<file path="src/rtl/yuv2rgb_pkg.sv">
// Shared constants, tag struct and arithmetic helpers for the YCbCr 4:2:2 -> RGB receive path.
// Optional build macro used by the top: YUV2RGB_FRM_CNT_EN (per-frame pixel counter).
package yuv2rgb_pkg;

  localparam int P_LAT = 6;
  localparam int P_CW  = 9;
  localparam int P_DW  = 8;
  localparam int P_SW  = 19;

  localparam logic [P_CW-1:0]        K_R_CR   = 9'd359;
  localparam logic [P_CW-1:0]        K_G_CB   = 9'd88;
  localparam logic [P_CW-1:0]        K_G_CR   = 9'd183;
  localparam logic [P_CW-1:0]        K_B_CB   = 9'd454;
  localparam logic [P_DW-1:0]        C_OFFSET = 8'd128;
  localparam logic signed [P_SW-1:0] ROUND    = 19'sd128;

  typedef struct packed {
    logic vs;
    logic hs;
    logic de;
  } tag_t;

  // Unsigned Q8 coefficient times signed chroma difference, full 19b signed product.
  function automatic logic signed [P_SW-1:0] cmul(input logic [P_CW-1:0] k,
                                                  input logic signed [8:0] d);
    logic signed [P_SW-1:0] ks;
    logic signed [P_SW-1:0] ds;
    ks = $signed({{(P_SW-P_CW){1'b0}}, k});
    ds = {{(P_SW-9){d[8]}}, d};
    return ks * ds;
  endfunction

  function automatic logic signed [8:0] cdiff(input logic [P_DW-1:0] c);
    return $signed({1'b0, c}) - $signed({1'b0, C_OFFSET});
  endfunction

  function automatic logic [P_DW-1:0] clamp8(input logic signed [10:0] v);
    if (v < 11'sd0)        return 8'd0;
    else if (v > 11'sd255) return 8'd255;
    else                   return v[7:0];
  endfunction

endpackage

</file>
<file path="src/rtl/yuv2rgb_csc.sv">
// Colour-space back end: multiply, sum+round, clamp. Three register stages, tags ride alongside.
module yuv2rgb_csc
  import yuv2rgb_pkg::*;
(
  input  logic            i_sclk,
  input  logic            i_rst,
  input  logic [P_DW-1:0] i_y,
  input  logic [P_DW-1:0] i_cb,
  input  logic [P_DW-1:0] i_cr,
  input  tag_t            i_tag,
  output logic [P_DW-1:0] o_r,
  output logic [P_DW-1:0] o_g,
  output logic [P_DW-1:0] o_b,
  output tag_t            o_tag
);

  logic signed [8:0]      w_cbd, w_crd;
  logic signed [P_SW-1:0] r3_yq, r3_rcr, r3_gcb, r3_gcr, r3_bcb;
  tag_t                   r3_tag, r4_tag;
  logic signed [P_SW-1:0] w_r_sum, w_g_sum, w_b_sum;
  logic signed [10:0]     r4_r, r4_g, r4_b;

  assign w_cbd = cdiff(i_cb);
  assign w_crd = cdiff(i_cr);

  // Arithmetic >>>8 is a plain slice of the upper 11 bits (floor toward -inf).
  assign w_r_sum = r3_yq + r3_rcr + ROUND;
  assign w_g_sum = r3_yq - r3_gcb - r3_gcr + ROUND;
  assign w_b_sum = r3_yq + r3_bcb + ROUND;

  always_ff @(posedge i_sclk) begin
    if (i_rst) begin
      r3_yq  <= '0;
      r3_rcr <= '0;
      r3_gcb <= '0;
      r3_gcr <= '0;
      r3_bcb <= '0;
      r3_tag <= '0;
      r4_r   <= '0;
      r4_g   <= '0;
      r4_b   <= '0;
      r4_tag <= '0;
      o_r    <= '0;
      o_g    <= '0;
      o_b    <= '0;
      o_tag  <= '0;
    end else begin
      r3_yq  <= $signed({3'b000, i_y, 8'h00});
      r3_rcr <= cmul(K_R_CR, w_crd);
      r3_gcb <= cmul(K_G_CB, w_cbd);
      r3_gcr <= cmul(K_G_CR, w_crd);
      r3_bcb <= cmul(K_B_CB, w_cbd);
      r3_tag <= i_tag;
      r4_r   <= w_r_sum[P_SW-1:8];
      r4_g   <= w_g_sum[P_SW-1:8];
      r4_b   <= w_b_sum[P_SW-1:8];
      r4_tag <= r3_tag;
      o_r    <= clamp8(r4_r);
      o_g    <= clamp8(r4_g);
      o_b    <= clamp8(r4_b);
      o_tag  <= r4_tag;
    end
  end

endmodule

</file>
<file path="src/rtl/yuv422_to_rgb.sv">
// 4:2:2 {Y,C} stream -> 8-bit RGB, fixed 6-clock latency. Front end tracks pixel phase and pairs chroma.
// Define YUV2RGB_FRM_CNT_EN to add the per-frame de pixel counter and o_frm_pixel_cnt port.
module yuv422_to_rgb
  import yuv2rgb_pkg::*;
(
  input  logic            i_sclk,
  input  logic            i_rst,
  input  logic [15:0]     i_data,
  input  logic            i_vsync,
  input  logic            i_hsync,
  input  logic            i_de,
  output logic [P_DW-1:0] o_R,
  output logic [P_DW-1:0] o_G,
  output logic [P_DW-1:0] o_B,
  output logic            o_vsync,
  output logic            o_hsync,
  output logic            o_de
`ifdef YUV2RGB_FRM_CNT_EN
  ,
  output logic [23:0]     o_frm_pixel_cnt
`endif
);

  logic [P_DW-1:0] r0_y, r0_c, r1_y, r1_c, r2_y, r2_c, r3_c;
  tag_t            r0_tag, r1_tag, r2_tag, w_out_tag;
  logic            r_phase, r1_ph, r2_ph, r3_ph, r3_de;
  logic            w_adv, w_s1_odd, w_s3_even;
  logic [P_DW-1:0] w_cb, w_cr;

  // Phase restarts at 0 on every blank or vsync cycle, so each line opens with Cb.
  assign w_adv = r0_tag.de & ~r0_tag.vs;

  always_ff @(posedge i_sclk) begin
    if (i_rst) begin
      r0_y    <= '0;
      r0_c    <= '0;
      r0_tag  <= '0;
      r1_y    <= '0;
      r1_c    <= '0;
      r1_tag  <= '0;
      r1_ph   <= 1'b0;
      r_phase <= 1'b0;
      r2_y    <= '0;
      r2_c    <= '0;
      r2_tag  <= '0;
      r2_ph   <= 1'b0;
      r3_c    <= '0;
      r3_ph   <= 1'b0;
      r3_de   <= 1'b0;
    end else begin
      r0_y    <= i_data[15:8];
      r0_c    <= i_data[7:0];
      r0_tag  <= '{vs: i_vsync, hs: i_hsync, de: i_de};
      r1_y    <= r0_y;
      r1_c    <= r0_c;
      r1_tag  <= r0_tag;
      r1_ph   <= w_adv ? r_phase : 1'b0;
      r_phase <= w_adv ? ~r_phase : 1'b0;
      r2_y    <= r1_y;
      r2_c    <= r1_c;
      r2_tag  <= r1_tag;
      r2_ph   <= r1_ph;
      r3_c    <= r2_c;
      r3_ph   <= r2_ph;
      r3_de   <= r2_tag.de;
    end
  end

  // Even pixel borrows Cr from its successor (S1); odd pixel borrows Cb from its predecessor (S3).
  assign w_s1_odd  = r1_tag.de & r1_ph;
  assign w_s3_even = r3_de & ~r3_ph;
  assign w_cb      = r2_ph ? (w_s3_even ? r3_c : C_OFFSET) : r2_c;
  assign w_cr      = r2_ph ? r2_c : (w_s1_odd ? r1_c : C_OFFSET);

  yuv2rgb_csc u_csc (
    .i_sclk (i_sclk),
    .i_rst  (i_rst),
    .i_y    (r2_y),
    .i_cb   (w_cb),
    .i_cr   (w_cr),
    .i_tag  (r2_tag),
    .o_r    (o_R),
    .o_g    (o_G),
    .o_b    (o_B),
    .o_tag  (w_out_tag)
  );

  assign o_vsync = w_out_tag.vs;
  assign o_hsync = w_out_tag.hs;
  assign o_de    = w_out_tag.de;

`ifdef YUV2RGB_FRM_CNT_EN
  logic [23:0] r_cnt;
  logic        r_vs_d;

  always_ff @(posedge i_sclk) begin
    if (i_rst) begin
      r_cnt           <= '0;
      r_vs_d          <= 1'b0;
      o_frm_pixel_cnt <= '0;
    end else begin
      r_vs_d <= i_vsync;
      if (i_vsync)
        r_cnt <= '0;
      else if (i_de && r_cnt != 24'hFF_FFFF)
        r_cnt <= r_cnt + 24'd1;
      if (i_vsync && !r_vs_d)
        o_frm_pixel_cnt <= r_cnt;
    end
  end
`endif

endmodule

</file>
<file path="config.mk">
export PLATFORM = sky130hd
export DESIGN_NAME = yuv422_to_rgb
export DESIGN_NICKNAME = d
export VERILOG_FILES = /design/src/rtl/yuv2rgb_pkg.sv /design/src/rtl/yuv2rgb_csc.sv /design/src/rtl/yuv422_to_rgb.sv
export SDC_FILE = /design/constraint.sdc
export NUM_CORES = 1
export LEC_CHECK = 0
export BUFFER_PORTS_ARGS = -buffer_cell sky130_fd_sc_hd__clkbuf_2
export CORE_UTILIZATION = 50
export DETAILED_ROUTE_END_ITERATION = 8
export PLACE_DENSITY = 0.76
export SLEW_MARGIN = 20
export SYNTH_ARGS = -nofsm -noshare
export SYNTH_HDL_FRONTEND = slang
export SYNTH_SLANG_ARGS = --single-unit
</file>
<file path="constraint.sdc">
create_clock -name i_sclk -period 13.22 [get_ports i_sclk]
set_input_delay 0 -clock i_sclk [delete_from_list [all_inputs] [get_ports i_sclk]]
set_output_delay 0 -clock i_sclk [all_outputs]
set_load 0.005 [all_outputs]
</file>
# Word-level counts from Yosys, hierarchy flattened
# Cells that the tools add are included.
# W data, S select, Z words.
# totals
regBits	230
out_inout_bits	27
# op_classes
add_sub_neg	9
mul	4
magnitude_cmp	6
mux	7
n_bitwise	7
n_reduce_logical	4
# op_table
op	n
$add A19 B9 Y19 const B	3
$mux W8	7
$add A19 B19 Y19	2
$sub A19 B19 Y19	2
$mul A9 B9 Y18 const A	2
$gt A11 B9 Y1 const B	3
$lt A11 B1 Y1 const B	3
$mul A10 B9 Y19 const A	1
$sub A8 B8 Y9 const B	2
$mul A5 B9 Y14 const A	1
$reduce_or A2 Y1	4
$not A1 Y1	4
$and A1 B1 Y1	3

# Longest topological paths before layout
# logic_depth
ltp_word	6
mapped_depth	23
ltp_nobuf	22

# Cells and area by module
# Synthesis repeated with hierarchy kept, for this count alone.
# hier_totals
cells_unflattened	1330
hier_area_um2	12680.9
# modules_own_cells
mod	instances	cells_each	area_per_inst_um2	seq_area_each_um2
yuv2rgb_csc	1	1128	10521.3	2602.5
yuv422_to_rgb	1	202	2159.6	1401.3

# Worst setup path after synthesis
# OpenSTA, ideal clock, no wires.
# synth_path
kind	register -> register
from	reg r2_ph
to	reg u_csc.r3_rcr[17]
arrival_time_ps	5279
slack_ps	7849
stages_incl_launch_ff	20
path_buffers	2
path_cell_list	dfxtp_1 > clkbuf_1 > clkbuf_1 > o21ai_0 > inv_1 > ha_1 > ha_1 > or2_2 > fa_1 > inv_1 > fa_1 > inv_1 > ha_1 > ha_1 > a41o_1 > a21oi_1 > o21ai_0 > a221o_1 > o21a_1 > nor4_1
# synth_between
elab_chain_cells	3
# synth_rtl
item	line	source
start: declaration	yuv422_to_rgb.sv:26	logic r_phase, r1_ph, r2_ph, r3_ph, r3_de;
start signal: assignment	yuv422_to_rgb.sv:62	r2_ph <= r1_ph;
$mux W8	yuv422_to_rgb.sv:73	assign w_cr = r2_ph ? r2_c : (w_s1_odd ? r1_c : C_OFFSET);
$sub A8 B8 Y9	yuv2rgb_pkg.sv:34	return $signed({1'b0, c}) - $signed({1'b0, C_OFFSET});
$mul A10 B9 Y19	yuv2rgb_pkg.sv:30	return ks * ds;
end signal: assignment	yuv2rgb_csc.sv:49	r3_rcr <= cmul(K_R_CR, w_crd);
end: declaration	yuv2rgb_csc.sv:18	logic signed [P_SW-1:0] r3_yq, r3_rcr, r3_gcb, r3_gcr, r3_bcb;
# No other way between the ends.
# A chain may end at the register's enable or synchronous reset.

# Worst setup path after layout
# layout_path
from	reg r1_tag[0] (netlist bit)
to	reg u_csc.r3_gcr[17]
# layout_between
elab_chain_cells	5
# layout_rtl
item	line	source
start: declaration	yuv422_to_rgb.sv:25	tag_t r0_tag, r1_tag, r2_tag, w_out_tag;
start signal: assignment	yuv422_to_rgb.sv:56	r1_tag <= r0_tag;
$and A1 B1 Y1	yuv422_to_rgb.sv:70	assign w_s1_odd = r1_tag.de & r1_ph;
$mux W8 (2 in a row)	yuv422_to_rgb.sv:73	
$sub A8 B8 Y9	yuv2rgb_pkg.sv:34	
$mul A9 B9 Y18	yuv2rgb_pkg.sv:30	
end signal: assignment	yuv2rgb_csc.sv:51	r3_gcr <= cmul(K_G_CR, w_crd);
end: declaration	yuv2rgb_csc.sv:18	
# No other way between the ends.

==> flow_summary.json <==
{
  "async_flop_share_pct": 0,
  "core_um2": 23610,
  "place_congestion": 0.9219,
  "cts_htree_levels": 4,
  "dieArea_um2": 24810,
  "die_width_um": 157.5,
  "dr_total_vias": 8264,
  "rsz0062_at_grt": "no",
  "crit_arrival_ps": 5990,
  "grt_pass1_vias": 7974,
  "cp.required_ps": 13570,
  "placement.io_buffers": 47,
  "drc_errors": 0,
  "grt_max_degree": 139,
  "crit_type": "flip-flop to flip-flop",
  "initial_utilization_pct": 51.21,
  "avgSynthCellArea_um2": 9.575,
  "slowest_delay_ps": 650,
  "synth_seq_cells": 199,
  "cts_tree": "yes",
  "syn_nets": 1537,
  "fmax_mhz": 177.3,
  "fin_crit_sh_pct": 42.67,
  "cellPowerDensity_nw_per_um2": 101.7,
  "power_mw": 1.371,
  "yosysWarnings": 0,
  "reg2reg_depth": 19,
  "grt_pass1_wl_um": 39120,
  "fp-row-count": 56,
  "grt_antenna_before_repair": 0,
  "dp_hpwl_um": 18000,
  "wl_um": 23460,
  "wl_per_cell_um": 14.16,
  "diodes": 0,
  "setup_viol": 0,
  "drv_cap": 0,
  "fillCellCount": 2047,
  "clock_latency_ps": 450,
  "ios": 48,
  "ys_types": 64,
  "grt_overflow": 0,
  "critical_path.slowest_cell": "o21ai_0",
  "ys_seq_area_share_pct": 32.94,
  "path_max_fanout": 7,
  "drtPass1Iterations": 5,
  "yosysTopAreaCell": "dfxtp_1",
  "cts_root_buf": "clkbuf_16",
  "setup_tns_ps": 0,
  "status": "finished, final reports clean",
  "ant_nets": 0,
  "finalHoldViolCount": 0,
  "synth_cells": 1263,
  "synth_top_area_share_pct": 32.94,
  "drive_gt1_share_pct": 8.819,
  "vias_per_cell": 4.987,
  "cp-end-kind": "flip-flop",
  "nets": 1599,
  "cts_buffers": 17,
  "synth.most_common_cell": "dfxtp_1",
  "synth_flop_cell": "dfxtp_1",
  "ys_top_cells_by_area": "dfxtp_1 (33%), ha_1 (19%), fa_1 (11%)",
  "crit_chain": "and2_1, nand2_1, o21ai_0, inv_1, fa_1, fa_1, inv_1, ha_1, inv_1, fa_1, inv_1, ha_1, fa_1, a21o_1, a21o_1, a211oi_1, nor3b_1, o21ai_0, nor4b_1",
  "synth_edf_count": 0,
  "syn-cell-area_um2": 12090,
  "relSlewSlack_pct": 31.16,
  "fin_skew_ps": 13.28,
  "hp-class": "input port to flip-flop",
  "min_period_ps": 5642,
  "p_leak_nw": 6.600,
  "grt_use_total_pct": 20.29,
  "post_cts_resized": 0,
  "critPathLaunchType": "flip-flop",
  "synthToLayoutAreaGrowth_pct": 11.46,
  "drv_slew": 0,
  "cts.sinks": 199,
  "clock_path_buffers": 2,
  "ir_drop_uv": 59.09,
  "hold_depth": 2,
  "synth_common_cells": "dfxtp_1 (199), inv_1 (194), ha_1 (184)",
  "tightest_slew_ps": 1022,
  "initialDrtViolationCount": 455,
  "path_clk_slew_ps": 80,
  "die_h_um": 157.5
}
[per-stage QoR]
| step | area [um2] | setup WS (ps) | hold slack, ps | instances | utilization, % |
|---|---|---|---|---|---|
| finish | 13480 | 7578 | 85.50 | 1657 | 57.08 |
| global route | 13480 | 7112 | 150.4 | 1657 | 57.08 |
| floorplan | 12090 | 7849 | 128.2 | 1263 | - |
| global placement | 12670 | 7653 | 209.8 | 1606 | 53.64 |
| CTS | 13480 | 7333 | 112.4 | 1657 | 57.08 |
| detailed placement | 12670 | 7477 | 214.9 | 1606 | 53.64 |
[layer usage]
metal	up-vias	global-route usage [%]	share of wire, %
met5	-	0	0
met4	0	8.692	3.3
met3	40	3.442	3.3
met2	155	33.75	47
met1	3812	25.90	46
li1	4257	-	-
[registers in the layout (all words and copies together), names as in the netlist, 11 cells and up]
register,flops
u_csc.r4_b,11
u_csc.r3_bcb,15
u_csc.r3_rcr,12
u_csc.r4_r,11
u_csc.r3_gcr,18
u_csc.r4_g,11
u_csc.r3_gcb,11
[cells by family after synthesis]
| family | count (synthesis) | share of synthesized area, % |
|---|---|---|
| buffers and inverters | 223 | 6.922 |
| AND/OR/NAND/NOR | 341 | 14.96 |
| XOR/XNOR | 46 | 3.332 |
| adder cells (fa/ha/maj) | 253 | 30.46 |
| multiplexers | 9 | 0.8174 |
| flip-flops | 199 | 32.94 |
| AO/OA/AOI/OAI | 192 | 10.56 |
[cell usage in the layout (no fill, tap or decap), types with 3 or more instances in the layout]
| cell type | Yosys | routed |
|---|---|---|
| o21bai_1 | 4 | 4 |
| o31ai_1 | 3 | 3 |
| and3_1 | 6 | 6 |
| nor3b_1 | 7 | 7 |
| clkinv_8 | 0 | 6 |
| inv_1 | 194 | 194 |
| nand4_1 | 6 | 6 |
| or2_2 | 15 | 15 |
| nand3_1 | 17 | 17 |
| o21a_1 | 32 | 32 |
| mux2_2 | 7 | 7 |
| nor4_1 | 3 | 3 |
| nand2_1 | 36 | 36 |
| a31oi_1 | 4 | 4 |
| dlygate4sd3_1 | 0 | 19 |
| a21oi_1 | 50 | 50 |
| a21boi_0 | 3 | 3 |
| a21o_1 | 14 | 14 |
| o211ai_1 | 6 | 6 |
| or3_1 | 3 | 3 |
| a311oi_1 | 4 | 4 |
| dfxtp_1 | 199 | 198 |
| o21ai_0 | 44 | 44 |
| clkbuf_2 | 0 | 46 |
| xnor2_1 | 31 | 31 |
| nor2_1 | 90 | 90 |
| clkbuf_16 | 0 | 17 |
| xor2_1 | 15 | 15 |
| a31o_2 | 4 | 4 |
| nor2b_1 | 109 | 109 |
| nor3_1 | 25 | 25 |
| fa_1 | 69 | 69 |
| ha_1 | 184 | 184 |
| nand2b_1 | 11 | 11 |
| clkinv_4 | 0 | 4 |
| buf_4 | 0 | 5 |
[power breakdown]
group / switching (mW) / leakage [nW] / internal, mW
sequential: 0.0146 / 1.63 / 0.635
combinational: 0.109 / 4.67 / 0.0886
clock: 0.265 / 0.299 / 0.259
[final cells by class]
cell class | instances | area (um2) | area share [%]
clock inverter | 15 | 196.4 | 1.457
multi-input combinational | 841 | 7272 | 53.95
sequential | 199 | 3985 | 29.56
timing repair buffer | 71 | 469.2 | 3.481
tap | 319 | 399.1 | 2.961
clock buffer | 17 | 425.4 | 3.156
inverter | 195 | 732.0 | 5.430
[worst paths after layout]
path | from | endpoint | slack, ps
hold / removal | i_rst | u_csc.r3_bcb[14]$_SDFF_PP0_ | 90
setup reg to reg | r1_tag[0]$_SDFF_PP0_ | u_csc.r3_gcr[17]$_SDFF_PP0_ | 7580
setup / recovery | r1_tag[0]$_SDFF_PP0_ | u_csc.r3_gcr[17]$_SDFF_PP0_ | 7580
hold reg to reg | r_phase$_SDFF_PP0_ | r_phase$_SDFF_PP0_ | 420
[repair_timing]
| action | 4_1_cts | 5_1_grt |
|---|---|---|
| hold endpoints to repair | 19 | 0 |
| buffers inserted | 0 | 0 |
| hold buffers | 19 | 0 |
[critical path, delay by kind of cell (launching register included)]
kind	cells	cell delay, ps
adders and majority gates	6	2600
AOI/OAI and AO/OA	5	1610
and+or+nand+nor	4	690
DFF	1	340
buffers and inverters	4	300
Power figures use the tool's default switching activity.
